## config.mk

```make
export PLATFORM = sky130hd
export DESIGN_NAME = zero_cnt_seq
export DESIGN_NICKNAME = d
export VERILOG_FILES = /design/src/rtl/zero_cnt_pkg.sv /design/src/rtl/chunk_lzc.sv /design/src/rtl/zero_cnt_seq.sv
export SDC_FILE = /design/constraint.sdc
export NUM_CORES = 1
export LEC_CHECK = 0
export BUFFER_PORTS_ARGS = -buffer_cell sky130_fd_sc_hd__buf_2
export CELL_PAD_IN_SITES_DETAIL_PLACEMENT = 1
export CELL_PAD_IN_SITES_GLOBAL_PLACEMENT = 1
export CORE_MARGIN = 2
export CORE_UTILIZATION = 44
export CTS_CLUSTER_DIAMETER = 200
export DETAILED_ROUTE_END_ITERATION = 10
export PLACE_DENSITY_LB_ADDON = 0.1
export SLEW_MARGIN = 5
export SYNTH_ARGS = -nofsm -noshare
export SYNTH_HDL_FRONTEND = slang
export SYNTH_SLANG_ARGS = --single-unit
```

## constraint.sdc

```tcl
create_clock -name clk -period 4.37 [get_ports clk]
set_input_delay 0.6555 -clock clk [delete_from_list [all_inputs] [get_ports clk]]
set_output_delay 0.6555 -clock clk [all_outputs]
set_load 0.01 [all_outputs]
```

## src/rtl/zero_cnt_pkg.sv

```systemverilog
// Shared types and encodings for the sequential zero/one run-length counter.
package zero_cnt_pkg;

    typedef enum logic [1:0] {
        IDLE = 2'd0,
        SCAN = 2'd1,
        DONE = 2'd2
    } state_e;

    localparam logic DIR_LEAD  = 1'b1;
    localparam logic DIR_TRAIL = 1'b0;

    localparam logic CNT_ZEROS = 1'b0;
    localparam logic CNT_ONES  = 1'b1;

endpackage

```

## src/rtl/chunk_lzc.sv

```systemverilog
// Combinational leading-zero count of a W-bit chunk, scanned from the MSB.
module chunk_lzc #(
    parameter int unsigned W = 8
) (
    input  logic [W-1:0]             chunk,
    output logic [$clog2(W+1)-1:0]   clz,
    output logic                     all_zero
);

    localparam int unsigned CW = $clog2(W + 1);

    // seen[k] is set once any bit among the top k+1 positions is one.
    logic [W-1:0] seen;

    assign seen[0] = chunk[W-1];

    for (genvar k = 1; k < W; k++) begin : g_scan
        assign seen[k] = seen[k-1] | chunk[W-1-k];
    end

    // ~seen is a thermometer code, so its population count is the zero run length.
    always_comb begin
        clz = '0;
        for (int k = 0; k < W; k++) begin
            clz = clz + CW'(~seen[k]);
        end
    end

    assign all_zero = ~seen[W-1];

endmodule

```

## src/rtl/zero_cnt_seq.sv

```systemverilog
// Sequential leading/trailing zero-or-one counter, CHUNK_WIDTH bits per cycle with early exit.
module zero_cnt_seq
    import zero_cnt_pkg::*;
#(
    parameter int unsigned DATA_WIDTH  = 32,
    parameter int unsigned CHUNK_WIDTH = 8,
    parameter int unsigned CNT_WIDTH   = $clog2(DATA_WIDTH + 1)
) (
    input  logic                  clk,
    input  logic                  rst_n,
    input  logic                  in_valid,
    output logic                  in_ready,
    input  logic [DATA_WIDTH-1:0] in_data,
    input  logic                  in_dir,
    input  logic                  in_cnt_ones,
    output logic                  out_valid,
    input  logic                  out_ready,
    output logic [CNT_WIDTH-1:0]  out_cnt,
    output logic                  out_all
);

    localparam int unsigned NCHUNK = DATA_WIDTH / CHUNK_WIDTH;
    localparam int unsigned IDX_W  = (NCHUNK > 1) ? $clog2(NCHUNK) : 1;
    localparam int unsigned CLZ_W  = $clog2(CHUNK_WIDTH + 1);

    if ((DATA_WIDTH % CHUNK_WIDTH) != 0) begin : g_bad_chunk
        $error("DATA_WIDTH must be an integer multiple of CHUNK_WIDTH");
    end

    state_e                state_q, state_d;
    logic [DATA_WIDTH-1:0] shreg_q, shreg_d;
    logic [CNT_WIDTH-1:0]  acc_q, acc_d;
    logic [IDX_W-1:0]      idx_q, idx_d;
    logic [CNT_WIDTH-1:0]  cnt_q, cnt_d;
    logic                  all_q, all_d;

    logic [DATA_WIDTH-1:0] pre_data;
    logic [CLZ_W-1:0]      chunk_clz;
    logic                  chunk_all_zero;
    logic [CNT_WIDTH-1:0]  scan_sum;
    logic                  last_chunk;

    // Normalise every request to "count leading zeros from the MSB".
    always_comb begin
        pre_data = in_data;
        if (in_dir == DIR_TRAIL) begin
            for (int i = 0; i < DATA_WIDTH; i++) begin
                pre_data[i] = in_data[DATA_WIDTH-1-i];
            end
        end
        if (in_cnt_ones == CNT_ONES) begin
            pre_data = ~pre_data;
        end
    end

    chunk_lzc #(
        .W (CHUNK_WIDTH)
    ) u_chunk_lzc (
        .chunk    (shreg_q[DATA_WIDTH-1 -: CHUNK_WIDTH]),
        .clz      (chunk_clz),
        .all_zero (chunk_all_zero)
    );

    assign scan_sum   = acc_q + CNT_WIDTH'(chunk_clz);
    assign last_chunk = (idx_q == IDX_W'(NCHUNK - 1));

    always_comb begin
        state_d = state_q;
        shreg_d = shreg_q;
        acc_d   = acc_q;
        idx_d   = idx_q;
        cnt_d   = cnt_q;
        all_d   = all_q;

        case (state_q)
            IDLE: begin
                if (in_valid) begin
                    shreg_d = pre_data;
                    acc_d   = '0;
                    idx_d   = '0;
                    state_d = SCAN;
                end
            end
            SCAN: begin
                if (chunk_all_zero && !last_chunk) begin
                    acc_d   = acc_q + CNT_WIDTH'(CHUNK_WIDTH);
                    shreg_d = shreg_q << CHUNK_WIDTH;
                    idx_d   = idx_q + IDX_W'(1);
                end else begin
                    acc_d   = scan_sum;
                    cnt_d   = scan_sum;
                    all_d   = (scan_sum == CNT_WIDTH'(DATA_WIDTH));
                    state_d = DONE;
                end
            end
            DONE: begin
                if (out_ready) begin
                    state_d = IDLE;
                end
            end
            default: state_d = IDLE;
        endcase
    end

    always_ff @(posedge clk or negedge rst_n) begin
        if (!rst_n) begin
            state_q <= IDLE;
            shreg_q <= '0;
            acc_q   <= '0;
            idx_q   <= '0;
            cnt_q   <= '0;
            all_q   <= 1'b0;
        end else begin
            state_q <= state_d;
            shreg_q <= shreg_d;
            acc_q   <= acc_d;
            idx_q   <= idx_d;
            cnt_q   <= cnt_d;
            all_q   <= all_d;
        end
    end

    assign in_ready  = (state_q == IDLE);
    assign out_valid = (state_q == DONE);
    assign out_cnt   = cnt_q;
    assign out_all   = all_q;

endmodule
```

Yosys cells after proc, flatten, opt, wreduce, memory -nomap -nowiden. Cells that the tools add are included.

Register bits: 49. Input port bits: 38. Output and inout bits: 9. Logic and storage cells: 65.

Add/subtract/negate cells: 10. Equal/unequal tests: 8. Multiplexer cells: 15. Bitwise gates (word level): 18. Reduce and logical (&&, ||, !) cells: 8.

Operators by type and width (number): $mux 32 (4); $pmux 32 s2 (1); $not 1->4 (8); $not 32->32 (1); $add 4x4->4 (7); $mux 6 (2); $pmux 6 s2 (1); $mux 2 (5); $or 1x1->1 (7); $add 6x4->6 (1); $add 6x4->6 const B (1); $eq 6x6->1 const B (1); $ne 2x2->1 const B (3); $pmux 2 s3 (1); $reduce_and 3->1 (2); $eq 2x2->1 const B (2); $pmux 2 s2 (1); $reduce_and 2->1 (2); $add 2x1->2 const B (1); $eq 2x1->1 const B (1); $logic_not 2->1 (1); $ne 2x1->1 const B (1); $not 1->1 (2); $reduce_bool 2->1 (1); other kinds (2) (2).

Depth between registers and ports, before layout.
Word-level depth: 12. Gate-level depth with buffers: 15. Depth with buffers taken out: 15.

Hierarchy. A second synthesis with hierarchy kept.

Cell total of the unflattened synthesis: 334. Area, all modules: 3111.7 um^2.

By module, submodules not included: zero_cnt_seq (times used 1, cells an instance 307, area each 2892.8 um^2, sequential area each 1226.2 um^2); chunk_lzc (times used 1, cells an instance 27, area each 219.0 um^2, sequential area each 0.0 um^2).

Worst setup path after synthesis. OpenSTA, ideal clock, no wires.

Path kind: register -> register. Start: reg shreg_q[30]. End: reg all_q, in the netlist out_all. Setup time: 0.121 ns. Arrival: 3.610 ns. Required time: 4.249 ns. Slack: 0.640 ns. Cell stages (with the launch flop): 14. Path buffers: 0. Period minus slack after synthesis: 3.730 ns. Cell sequence: dfrtp_1 > nor3_4 > nand2_2 > nor2_1 > fa_1 > fa_1 > ha_1 > inv_1 > fa_1 > fa_1 > o21ai_0 > xor2_1 > nor3_1 > a22o_1.

Word-level cells in the longest chain between the ends: 11. Elaborated cells between the ends (all ways): 27. Those cells by class: add/sub (8); eq/ne (1); bitwise (16); reduce/logical (2).

Ends and longest elaborated chain: from (decl) (RTL line zero_cnt_seq.sv:31) `logic [DATA_WIDTH-1:0] shreg_q, shreg_d;`; from (signal assigned) (RTL line zero_cnt_seq.sv:115) `shreg_q <= shreg_d;`; $or 1x1->1 * (RTL line chunk_lzc.sv:18) `assign seen[k] = seen[k-1] | chunk[W-1-k];`; $not 1->4 or $or 1x1->1 (tied branches) (RTL line chunk_lzc.sv:25, chunk_lzc.sv:18); $add 4x4->4 (tied with other cells) (6 in series) (RTL line chunk_lzc.sv:25) `clz = clz + CW'(~seen[k]);`; $add 4x4->4 or $logic_and 1x1->1 (tied branches) (RTL line chunk_lzc.sv:25, zero_cnt_seq.sv:85); $add 6x4->6 or $not 1->1 (tied branches); $eq 6x6->1 or $reduce_and 2->1 (tied branches); to (signal assigned) (RTL line zero_cnt_seq.sv:119) `all_q <= all_d;`; to (decl) (RTL line zero_cnt_seq.sv:35) `logic all_q, all_d;`.

Every way passes the cells marked *; elsewhere a longest branch is shown, timed or not. A chain may end at the register's enable or synchronous reset.

Worst setup path in the final report. Ends and elaborated chain as after synthesis.

==> results.toml <==
[timing]
rsz0062_at_grt = "no"
post-route-period-util_pct = 91.6
finalSetupTns_ps = 0
drv_slew = 0
setup_viol = 0
period_minus_slack_ps = 4000
slew_headroom_pct = 40.5
tightest_slew_ps = 893
max_freq_ghz = 0.250
clock_skew_ps = 6.41
hold_viol_final = 0

[status]
outcome = "finished, final reports clean"

[clock_network]
clk-insertion-delay-late_ps = 300
htree_levels = 2
clk_pin_slew_ps = 100
clockBufferDepth = 2
cts_buffers = 5
cts.repair.resized = 0
root_buffer = "clkbuf_8"
cts_tree = "built"
clkSinkCount = 49
ctsHoldBuffers = 0

[final_layout]
drive_above_1_share_pct = 22.4
stdcell_count = 469
final_nets = 421
fin_area_mm2 = 0.00359
final_common_cell = "nor2_1"
fillers = 879
post-route-util_pct = 49.8
layout_common_cells = "nor2_1 (58), dfrtp_1 (49), buf_2 (46), a21oi_1 (37), mux2i_1 (32)"
area_growth_pct = 10.7
n_antenna_cell = 0

[worst_setup_path]
reg2reg_slack_ps = 370
crit_required_ps = 4570
worstSetupPathType = "reg2reg"
critPathLaunchType = "flop"
critPathMaxFanout = 4
critPathArrivalTime_ps = 4210
ff2ff_path_depth = 15
r2r_end = "out_all"
worstReg2RegStart = "shreg_q[30]"
endpoint_kind = "flop"

[placement]
io_buffer_count = 46
dpl_cell_area_mm2 = 0.00345
dp.cells = 458
hpwlAfterDp_um = 5360
place.gp.congestion = 0.813

[floorplan]
io_pins = 47
core_mm2 = 0.00721
die_h_um = 89.9
row_count = 31
dieArea_mm2 = 0.00808
start_util_pct = 45.0
die_w_um = 89.9

[route]
drtIter0Drc = 97
finalWirelength_um = 7170
drc = 0
final_antenna_net_count = 0
first_pass_iters = 4
wl_per_cell_um = 15.3
routed-via-count = 2426
viasPerCell = 5.17

[global_routing]
grt_pass1_wl_um = 12400
grt_max_degree = 53
grt_use_total_pct = 19.0
grt_pass1_vias = 2531
antenna_found_initial = 0
gr-total-overflow = 0

[yosys]
synthArstFlopShare_pct = 100
netlist_area_mm2 = 0.00325
synth.avg_cell_area_um2 = 9.75
ys_types = 40
synth-edff-count = 0
synth_cells = 333
ys_warn_count = 0
synth-seq-cells = 49
synth_seq_area_share_pct = 37.8
synth-main-ff-cell = "dfrtp_1"
syn_nets = 385

[hold_path]
hp-class = "in2async"

[pwr]
p_leak_nw = 1.75
power_density_mw_per_mm2 = 531
peakVddDrop_v = 0.000156

[run]
maxCapViolations = 0
-- how the worst max path moves through the flow --
stage                start  endpoint  slack, ps
6_report       shreg_q[30]   out_all        370
4_1_cts        shreg_q[30]   out_all        320
2_1_floorplan  shreg_q[30]   out_all        640
3_3_place_gp   shreg_q[30]   out_all        470
3_5_place_dp   shreg_q[30]  acc_q[5]        330
5_1_grt        shreg_q[30]  acc_q[5]          3
-- timing repair --
action | CTS | global route
hold endpoints to repair | 0 | 0
setup buffers | 0 | 3
setup endpoints to repair | 0 | 3
-- per-stage QoR --
stage	hold WS, ps	setup WS, ps	power, mW
after global placement	457	467	1.56
final	441	365	1.91
after floorplan	360	640	1.42
after detailed placement	465	333	1.58
after global routing	503	3.11	2.08
after CTS	472	318	1.93
-- routing by layer --
layer	vias to the layer above	global-route usage, %	share of wire, %
li1	1204	-	-
met1	1183	22.3	41
met2	34	36.6	56
met3	5	2.85	2.1
met4	0	4.23	0.81
met5	-	0	0
-- critical path, stage by stage, from the launching register on --
cell and delay (ps):
dfrtp_1 440, nor3_4 290, nand2_2 130, nor2_1 160, fa_1 450, fa_1 520, ha_1 160, inv_1 60
fa_1 370, xnor2_1 210, ha_1 300, a211oi_1 260, a21oi_1 120, xnor2_1 140, nor2_1 80, a22o_1 210
-- synth_stat cells, types with 2 or more instances --
master    instances  area, um2
nor3_1            2       10.0
nor2b_1           2       12.5
nor3_2            2       20.0
a22o_1           11       96.3
fa_1              4       80.1
a21oi_1          37        185
a21oi_2          15        131
a21o_1            3       22.5
dfrtp_1          49       1230
buf_4             6       45.0
nand2_1          15       56.3
mux2i_1          32        320
inv_1             8       30.0
buf_2             4       20.0
nand3b_1          3       22.5
clkbuf_1          5       18.8
o21ai_0           6       30.0
xnor2_1          10       87.6
nor2_1           58        218
xor2_1           27        236
ha_1             10        125
buf_6             6       67.6
-- final cells by class --
cell class,count,area [um2],share of cell area [%]
well taps,99,124,3.45
flip-flops and latches,49,1230,34.1
inverters,9,36.3,1.01
clock inverters,2,37.5,1.04
clock buffers,6,82.6,2.30
multi-input cells,253,1820,50.6
repair buffers,51,268,7.45
-- cells by family after synthesis --
| family | after synthesis | share of synthesized area [%] |
|---|---|---|
| adder cells (fa/ha/maj) | 14 | 6.32 |
| XOR/XNOR | 37 | 9.98 |
| multiplexers | 32 | 9.87 |
| buffers and inverters | 31 | 6.40 |
| AND/OR/NAND/NOR | 91 | 13.1 |
| AO/OA/AOI/OAI | 79 | 16.6 |
| flip-flops | 49 | 37.8 |
-- sequential cells by signal, indices dropped and copies added (netlist names) --
register  cells
out_all       1
state_q       2
shreg_q      32
acc_q         6
idx_q         2
out_cnt       6
-- where the power goes --
| part | total [mW] | internal [mW] | switching (mW) |
|---|---|---|---|
| combinational | 0.794 | 0.330 | 0.464 |
| clock | 0.345 | 0.186 | 0.159 |
| sequential | 0.771 | 0.629 | 0.142 |
| total | 1.91 | 1.15 | 0.765 |
No activity file was read; power rests on OpenSTA's default activity.
